## src/rtl/cp0_pkg.sv

```systemverilog
// cp0_pkg: constants shared by the coprocessor-0 block.
//   - CP0 register addresses for mfc0/mtc0
//   - ExcCode values used by the M stage and the CP0
//   - SR / Cause field bit positions
//   - im_mask(): which IM bits exist for a given number of HW interrupt lines
package cp0_pkg;

  // CP0 register numbers
  localparam logic [4:0] CP0_COUNT   = 5'd9;
  localparam logic [4:0] CP0_COMPARE = 5'd11;
  localparam logic [4:0] CP0_SR      = 5'd12;
  localparam logic [4:0] CP0_CAUSE   = 5'd13;
  localparam logic [4:0] CP0_EPC     = 5'd14;
  localparam logic [4:0] CP0_PRID    = 5'd15;

  // ExcCode values
  localparam logic [4:0] EXC_INT  = 5'd0;
  localparam logic [4:0] EXC_ADEL = 5'd4;
  localparam logic [4:0] EXC_ADES = 5'd5;
  localparam logic [4:0] EXC_RI   = 5'd10;
  localparam logic [4:0] EXC_OV   = 5'd12;

  // SR / Cause field positions
  localparam int SR_IE_BIT    = 0;
  localparam int SR_EXL_BIT   = 1;
  localparam int IP_LO_BIT    = 10;
  localparam int IP_HI_BIT    = 15;
  localparam int CAUSE_BD_BIT = 31;
  localparam int EXC_LO_BIT   = 2;

  // Write request forwarded to the timer sub-block
  typedef struct packed {
    logic        count_we;
    logic        compare_we;
    logic [31:0] wdata;
  } timer_wr_t;

  // IM[15:10] implemented-bit mask: bit i (IM[10+i]) exists for i < num_hw;
  // IM[15] always exists because it also carries the timer interrupt.
  function automatic logic [5:0] im_mask(input int num_hw);
    logic [5:0] m;
    m = 6'b100000;
    for (int i = 0; i < 5; i++) begin
      m[i] = m[i] | (i < num_hw);
    end
    return m;
  endfunction

endpackage

```

## src/rtl/cp0_timer_irq_if.sv

```systemverilog
// cp0_timer_irq_if: mfc0/mtc0 access bus of the coprocessor-0 block.
//   we     mtc0 write strobe
//   waddr  mtc0 register address
//   wdata  mtc0 write data
//   raddr  mfc0 register address
//   rdata  mfc0 read data (combinational in the CP0)
// master = pipeline side, slave = CP0 side.
interface cp0_timer_irq_if;
  logic        we;
  logic [4:0]  waddr;
  logic [31:0] wdata;
  logic [4:0]  raddr;
  logic [31:0] rdata;

  modport master (output we, waddr, wdata, raddr, input rdata);
  modport slave  (input we, waddr, wdata, raddr, output rdata);
endinterface

```

## src/rtl/cp0_timer_irq_timer.sv

```systemverilog
// cp0_timer: prescaler + Count/Compare + sticky timer interrupt flag.
//   clk, reset   clock, synchronous active-high reset
//   wr           gated mtc0 write to Count/Compare (already priority-filtered)
//   count        current Count
//   compare      current Compare
//   timer_irq    sticky Count==Compare flag, cleared by a Compare write
module cp0_timer
  import cp0_pkg::*;
#(
  parameter int COUNT_DIV = 2
) (
  input  logic        clk,
  input  logic        reset,
  input  timer_wr_t   wr,
  output logic [31:0] count,
  output logic [31:0] compare,
  output logic        timer_irq
);

  localparam int PW = (COUNT_DIV > 1) ? $clog2(COUNT_DIV) : 1;
  localparam logic [PW-1:0] PRESC_LAST = PW'(COUNT_DIV - 1);

  logic [PW-1:0] presc_r;
  logic [31:0]   count_r;
  logic [31:0]   compare_r;
  logic          timer_irq_r;

  // Prescaler and Count: a Count write restarts the prescaler and wins over the tick
  always_ff @(posedge clk) begin
    if (reset) begin
      presc_r <= '0;
      count_r <= 32'h0;
    end else if (wr.count_we) begin
      presc_r <= '0;
      count_r <= wr.wdata;
    end else if (presc_r == PRESC_LAST) begin
      presc_r <= '0;
      count_r <= count_r + 32'd1;
    end else begin
      presc_r <= presc_r + PW'(1);
    end
  end

  // Compare register and sticky match flag; a Compare write clears the flag on the same edge
  always_ff @(posedge clk) begin
    if (reset) begin
      compare_r   <= 32'h0;
      timer_irq_r <= 1'b0;
    end else if (wr.compare_we) begin
      compare_r   <= wr.wdata;
      timer_irq_r <= 1'b0;
    end else if (count_r == compare_r) begin
      timer_irq_r <= 1'b1;
    end
  end

  assign count     = count_r;
  assign compare   = compare_r;
  assign timer_irq = timer_irq_r;

endmodule

```

## src/rtl/cp0_timer_irq.sv

```systemverilog
// cp0_timer_irq: coprocessor 0 for the P7 pipeline (SR, Cause, EPC, Count, Compare, PRId).
//   clk, reset  clock, synchronous active-high reset
//   bus         mfc0/mtc0 access (slave side)
//   m_pc        PC of the M-stage instruction
//   is_bd       M-stage instruction sits in a delay slot
//   exc_code    M-stage exception code, 0 = none
//   hw_int      level-sensitive external interrupt lines
//   exl_clr     eret commit, clears EXL
//   req         take exception/interrupt this cycle (combinational)
//   epc_out     current EPC
//   timer_irq   timer pending flag (Cause[15])
module cp0_timer_irq
  import cp0_pkg::*;
#(
  parameter int          NUM_HW_INT = 6,
  parameter bit          TIMER_EN   = 1'b1,
  parameter int          COUNT_DIV  = 2,
  parameter logic [31:0] PRID       = 32'h0000_7007
) (
  input  logic                  clk,
  input  logic                  reset,
  cp0_timer_irq_if.slave        bus,
  input  logic [31:0]           m_pc,
  input  logic                  is_bd,
  input  logic [4:0]            exc_code,
  input  logic [NUM_HW_INT-1:0] hw_int,
  input  logic                  exl_clr,
  output logic                  req,
  output logic [31:0]           epc_out,
  output logic                  timer_irq
);

  localparam logic [5:0] IM_MASK = im_mask(NUM_HW_INT);

  logic [5:0]  im_r;
  logic        exl_r;
  logic        ie_r;
  logic        bd_r;
  logic [5:0]  cause_ip_r;
  logic [4:0]  exc_r;
  logic [31:0] epc_r;

  logic [5:0]  hw_pad_s;
  logic [5:0]  pend_s;
  logic        int_req_s;
  logic        exc_req_s;
  logic        req_raw_s;
  logic        wr_ok_s;
  timer_wr_t   timer_wr_s;
  logic [31:0] count_s;
  logic [31:0] compare_s;
  logic        timer_irq_s;
  logic [31:0] rdata_s;

  // A sixth HW line shares IP[15] with the timer, as there are only six IP bits.
  assign hw_pad_s  = 6'(hw_int);
  assign pend_s    = {timer_irq_s | hw_pad_s[5], hw_pad_s[4:0]};
  assign int_req_s = (|(pend_s & im_r)) & ie_r & ~exl_r;
  assign exc_req_s = (exc_code != EXC_INT) & ~exl_r;
  assign req_raw_s = int_req_s | exc_req_s;
  assign req       = req_raw_s & ~reset;

  // mtc0 only lands when neither eret nor an exception/interrupt owns the cycle
  assign wr_ok_s = bus.we & ~req_raw_s & ~exl_clr;

  // Decode gated mtc0 writes aimed at the timer
  always_comb begin
    timer_wr_s.count_we   = 1'b0;
    timer_wr_s.compare_we = 1'b0;
    timer_wr_s.wdata      = bus.wdata;
    if (wr_ok_s) begin
      timer_wr_s.count_we   = (bus.waddr == CP0_COUNT);
      timer_wr_s.compare_we = (bus.waddr == CP0_COMPARE);
    end else begin
      timer_wr_s.count_we   = 1'b0;
      timer_wr_s.compare_we = 1'b0;
    end
  end

  generate
    if (TIMER_EN) begin : g_timer
      cp0_timer #(.COUNT_DIV(COUNT_DIV)) u_timer (
        .clk       (clk),
        .reset     (reset),
        .wr        (timer_wr_s),
        .count     (count_s),
        .compare   (compare_s),
        .timer_irq (timer_irq_s)
      );
    end else begin : g_no_timer
      assign count_s     = 32'h0;
      assign compare_s   = 32'h0;
      assign timer_irq_s = 1'b0;
    end
  endgenerate

  // SR/Cause/EPC update: eret > exception/interrupt > mtc0; IP is re-sampled every cycle
  always_ff @(posedge clk) begin
    if (reset) begin
      im_r       <= 6'h0;
      exl_r      <= 1'b0;
      ie_r       <= 1'b0;
      bd_r       <= 1'b0;
      cause_ip_r <= 6'h0;
      exc_r      <= 5'h0;
      epc_r      <= 32'h0;
    end else begin
      cause_ip_r <= pend_s;
      if (exl_clr) begin
        exl_r <= 1'b0;
      end else if (req_raw_s) begin
        exl_r <= 1'b1;
        bd_r  <= is_bd;
        exc_r <= int_req_s ? EXC_INT : exc_code;
        epc_r <= is_bd ? (m_pc - 32'd4) : m_pc;
      end else if (bus.we) begin
        case (bus.waddr)
          CP0_SR: begin
            im_r  <= bus.wdata[IP_HI_BIT:IP_LO_BIT] & IM_MASK;
            exl_r <= bus.wdata[SR_EXL_BIT];
            ie_r  <= bus.wdata[SR_IE_BIT];
          end
          CP0_EPC: epc_r <= bus.wdata;
          // Cause is hardware-owned; Count/Compare live in the timer
          default: ;
        endcase
      end
    end
  end

  // mfc0 read mux; unimplemented addresses read zero
  always_comb begin
    rdata_s = 32'h0;
    case (bus.raddr)
      CP0_SR:      rdata_s = {16'h0, im_r, 8'h0, exl_r, ie_r};
      CP0_CAUSE:   rdata_s = {bd_r, 15'h0, cause_ip_r, 3'h0, exc_r, 2'h0};
      CP0_EPC:     rdata_s = epc_r;
      CP0_COUNT:   rdata_s = count_s;
      CP0_COMPARE: rdata_s = compare_s;
      CP0_PRID:    rdata_s = PRID;
      default:     rdata_s = 32'h0;
    endcase
  end

  assign bus.rdata = rdata_s;
  assign epc_out   = epc_r;
  assign timer_irq = timer_irq_s;

endmodule
```

## src/flat_wrapper.sv

```systemverilog
// flat-port wrapper written by rule: the top's interface ports become plain ports
module cp0_timer_irq_flat import cp0_pkg::*;
#(
  parameter int          NUM_HW_INT = 6,
  parameter bit          TIMER_EN   = 1'b1,
  parameter int          COUNT_DIV  = 2,
  parameter logic [31:0] PRID       = 32'h0000_7007
)
  (clk, reset, m_pc, is_bd, exc_code, hw_int, exl_clr, req, epc_out, timer_irq, bus_we, bus_waddr, bus_wdata, bus_raddr, bus_rdata);
  cp0_timer_irq_if bus_i ();
  input  logic clk;
  input  logic reset;
  input  logic [31:0] m_pc;
  input  logic is_bd;
  input  logic [4:0] exc_code;
  input  logic [NUM_HW_INT-1:0] hw_int;
  input  logic exl_clr;
  output logic req;
  output logic [31:0] epc_out;
  output logic timer_irq;
  input wire logic [$bits(bus_i.we)-1:0] bus_we;
  input wire logic [$bits(bus_i.waddr)-1:0] bus_waddr;
  input wire logic [$bits(bus_i.wdata)-1:0] bus_wdata;
  input wire logic [$bits(bus_i.raddr)-1:0] bus_raddr;
  output wire logic [$bits(bus_i.rdata)-1:0] bus_rdata;
  assign bus_i.we = bus_we;
  assign bus_i.waddr = bus_waddr;
  assign bus_i.wdata = bus_wdata;
  assign bus_i.raddr = bus_raddr;
  assign bus_rdata = bus_i.rdata;
  cp0_timer_irq #(.NUM_HW_INT(NUM_HW_INT), .TIMER_EN(TIMER_EN), .COUNT_DIV(COUNT_DIV), .PRID(PRID)) u_core (.clk(clk), .reset(reset), .bus(bus_i), .m_pc(m_pc), .is_bd(is_bd), .exc_code(exc_code), .hw_int(hw_int), .exl_clr(exl_clr), .req(req), .epc_out(epc_out), .timer_irq(timer_irq));
endmodule
```

## config.mk

```make
export PLATFORM = sky130hd
export DESIGN_NAME = cp0_timer_irq_flat
export DESIGN_NICKNAME = d
export VERILOG_FILES = /design/src/rtl/cp0_pkg.sv /design/src/rtl/cp0_timer_irq_if.sv /design/src/rtl/cp0_timer_irq_timer.sv /design/src/rtl/cp0_timer_irq.sv /design/src/flat_wrapper.sv
export SDC_FILE = /design/constraint.sdc
export NUM_CORES = 1
export LEC_CHECK = 0
export BUFFER_PORTS_ARGS = -buffer_cell sky130_fd_sc_hd__buf_2
export CAP_MARGIN = 15
export CELL_PAD_IN_SITES_DETAIL_PLACEMENT = 1
export CELL_PAD_IN_SITES_GLOBAL_PLACEMENT = 2
export CORE_MARGIN = 3
export CORE_UTILIZATION = 34
export DETAILED_ROUTE_END_ITERATION = 8
export PLACE_DENSITY_LB_ADDON = 0.05
export SYNTH_ARGS = -nofsm -noshare
export SYNTH_HDL_FRONTEND = slang
export SYNTH_SLANG_ARGS = --single-unit
```

## constraint.sdc

```tcl
create_clock -name clk -period 5.55 [get_ports clk]
set_input_delay 0.2775 -clock clk [delete_from_list [all_inputs] [get_ports clk]]
set_output_delay 0.2775 -clock clk [all_outputs]
set_load 0.02 [all_outputs]
```

==> results.md <==
- Worst hold path startpoint: hw_int[5]
- Total CTS buffers: 17
- Count of pins over their slew limit: 0
- Maximum number of pins on one net before global-route repair: 88
- CTS sink count: about 120
- PwrDens: approximately 280 nW/um^2
- Nature of the critical path startpoint: flop
- Met2 Track Usage GR: 0.4013
- CTS tree: built
- Flop-to-flop setup slack: roughly 2.5 ns
- Layer carrying the most global-route usage: met2
- # diodes: 0
- Post-synthesis cell count: 807
- Area of all placed cells without fillers: about 8300 sq um
- Mean routed wirelength per cell: approximately 23 microns
- Htree depth: 4
- First-pass GRT wire length: 42,960 microns
- Reg-to-Reg Start: u_core.im_r[2]$_SDFFE_PP0P_
- Area share of the leading cell type in the synthesized netlist: 0.3520
- Met3 routing resource usage after global routing: 0.04190
- Finish-stage setup viols: 0
- Die height: 146.5 microns
- Top_reg_cell synth: dfxtp_1
- Number of synthesis warnings: 0
- Most repeated cell in the gate-level netlist after synthesis: dfxtp_1
- Outcome: complete, no violations
- Width of the chip: between 100 and 150 microns
- CTS Hold Bufs: 0
- Clock skew: approximately 0.01 ns
- Reported leakage power: 3.280 nW
- Top post-synthesis cells by area: dfxtp_1 (35%), mux2i_1 (7.5%), xnor2_1 (6.8%)
- Highest clock frequency the design can meet: between 300 and 400 MHz
- Critical path peak fanout: 19
- Period Utilization, post-route: 0.5587
- Total die area: around 21,000 sq um
- Vias in the first global route: about 7,100
- Instance count along the most critical hold path: 3
- Global placement routability congestion: 0.9281
- Total grt overflow: 0
- Leading cell types by count after synthesis: dfxtp_1 (118), nor2_1 (107), nand2_1 (68), xnor2_1 (52), mux2i_1 (50)
- Cell type with the largest total area after synthesis: dfxtp_1
- Post-synthesis sequential area ratio: 0.3520
- Clock root buffer: clkbuf_16
- Routing usage on met1: 0.3738
- Final setup TNS: 0 ns
- Endpoint class of the critical path: output port
- Total standard cell area after synthesis: 6710 sq um
- Post-DP HPWL: ~21,000 microns
- Fraction of final layout cells with drive strength greater than 1: 0.2253
- Total core area: approximately 19,000 sq um
- Number of nets produced by synthesis: roughly 900
- Via count of the routed design: about 7,000
- Cell variety after synth: 58
- Top-Level Pins: between 150 and 200
- Reg-to-reg endpoint: u_core.epc_out[6]$_SDFFE_PP0P_
- Count of TritonRoute iterations in the first routing pass: 7
- Area delta synth->final: 23.64%
- Antenna-violating nets left: 0
- Unrepaired setup endpoints after global routing: false
- Overall routed net length: between 20,000 and 30,000 microns
- Number of placement rows: 50
- Per-instance average area after synthesis: around 8.3 sq um
- VDD IR-drop max: between 150 and 200 uV
- All-Layer GR Usage: 0.2581
- Number of buffers inserted by post-CTS setup repair: 0
- Endpoint of the worst hold path: u_core.cause_ip_r[5]$_SDFF_PP0_
- Number of enable-type register cells in the synthesized netlist: 0
- Data arrival at the endpoint of the critical path: 2.82 ns
- Relative slew slack: 0.3085
- Register-to-Register Path Depth: 5
- Clock Tree Buf Depth: 2
- Final worst path period need: around 3.1 ns
- Initial antenna violation count: 1
- Hold Vio Cnt, Final: 0
- Synthesis-stage register bit count: between 100 and 150
- Clock latency on the worst-skew pair: roughly 0.42 ns
- Port buffer count: ~160
- Slew at the pin with the worst max-slew slack: between 1 and 1.5 ns
- Gates resized, CTS repair: 0
- Placed Instance Area: around 7700 sq um
- Post-layout net count: ~1,000
- Proportion of synthesized flip-flops having asynchronous set or reset: 0
- Residual DRC count: 0
- Number of violations reported at the end of detailed-routing iteration 0: between 500 and 600
- Starting density of the core: 0.3528
- Hold WC Path Type: input port to flop
- Max-Cap Viols: 0
- Per-cell via count in the routed design: around 5.7
- Clock slew at reported path FFs: ~0.06 ns
- Kind of critical path: flop to output port
- Data required time of the worst path: 5.27 ns
[layer usage]
layer | wire, microns | up-vias
met4 | 378 | 2
met3 | 1625 | 24
met2 | 12860 | 207
met5 | 13 | -
li1 | - | 3231
met1 | 13320 | 3449
[worst max-delay path by stage]
| stage | from | end | slack [ns] |
|---|---|---|---|
| global placement | hw_int[2] | u_core.epc_out[9]$_SDFFE_PP0P_ | 2.51 |
| CTS | u_core.im_r[2]$_SDFFE_PP0P_ | req | 2.41 |
| finish | u_core.im_r[2]$_SDFFE_PP0P_ | req | 2.45 |
| global route | u_core.im_r[2]$_SDFFE_PP0P_ | u_core.epc_out[12]$_SDFFE_PP0P_ | 2.27 |
| detailed placement | hw_int[2] | u_core.epc_out[13]$_SDFFE_PP0P_ | 2.36 |
| floorplan | u_core.im_r[2]$_SDFFE_PP0P_ | u_core.g_timer.u_timer.count[13]$_SDFFE_PP0P_ | 3.33 |
[flip-flops by register name, summed over array words and instances (netlist names)]
signal                            flops
u_core.bd_r                           1
u_core.cause_ip_r                     6
u_core.epc_out                       32
u_core.exc_r                          5
u_core.exl_r                          1
u_core.g_timer.u_timer.compare       32
u_core.g_timer.u_timer.count         32
u_core.g_timer.u_timer.presc_r        1
u_core.g_timer.u_timer.timer_irq      1
u_core.ie_r                           1
u_core.im_r                           6
[worst max-delay path, stage by stage (launching register included)]
cell,delay [ns]
dfxtp_1,0.33
a222oi_1,0.67
a31oi_2,0.37
nor2_2,0.76
nor2_1,0.07
buf_2,0.20
[logic make-up after synthesis]
family	count (synthesis)	share of synthesized area
AOI/OAI and AO/OA	153	0.1751
muxes	50	0.07459
and+or+nand+nor	327	0.2431
xor gates and xnor gates	75	0.09789
adders and majority gates	2	0.003729
buffers and inverters	82	0.05351
DFF	118	0.3520
[cell usage in the layout (no fill, tap or decap), types with 12 or more instances in the layout]
cell type / instances
dfxtp_1: 118
xnor2_1: 52
a222oi_1: 27
nor3_1: 24
nand4_1: 27
o21ai_0: 18
nand3_1: 26
nand2_1: 68
nor4_1: 21
buf_2: 156
o31ai_1: 17
a211oi_1: 34
a21oi_1: 12
xor2_1: 23
a22oi_1: 12
inv_1: 25
mux2i_1: 50
clkbuf_16: 17
nor2_1: 107
[final cells by class]
class | instances | area (sq um)
Fill cell | 2333 | 10720
Multi-Input combinational cell | 607 | 4021
Sequential cell | 118 | 2362
Timing Repair Buffer | 168 | 868.3
Clock buffer | 23 | 478.0
Tap cell | 260 | 325.3
Clock inverter | 9 | 147.6
Inverter | 25 | 93.84
[report_power, final]
part | internal, mW | switching, mW | total, mW
combinational | 0.0898 | 0.172 | 0.262
clock | 0.784 | 0.399 | 1.18
sequential | 0.876 | 0.0330 | 0.909
[metrics by stage]
step	setup WS [ns]	instances	hold slack [ns]	utilization	power [mW]
4_1_cts	2.411	1208	0.07758	0.4356	2.370
5_1_grt	2.273	1210	0.1011	0.4363	2.439
3_5_place_dp	2.359	1176	0.4725	0.4027	1.185
2_1_floorplan	3.332	807	0.3933	-	1.047
6_report	2.449	1210	0.1023	0.4363	2.354
3_3_place_gp	2.513	1175	0.4680	0.4024	1.180
No activity file was read; power rests on OpenSTA's default activity.
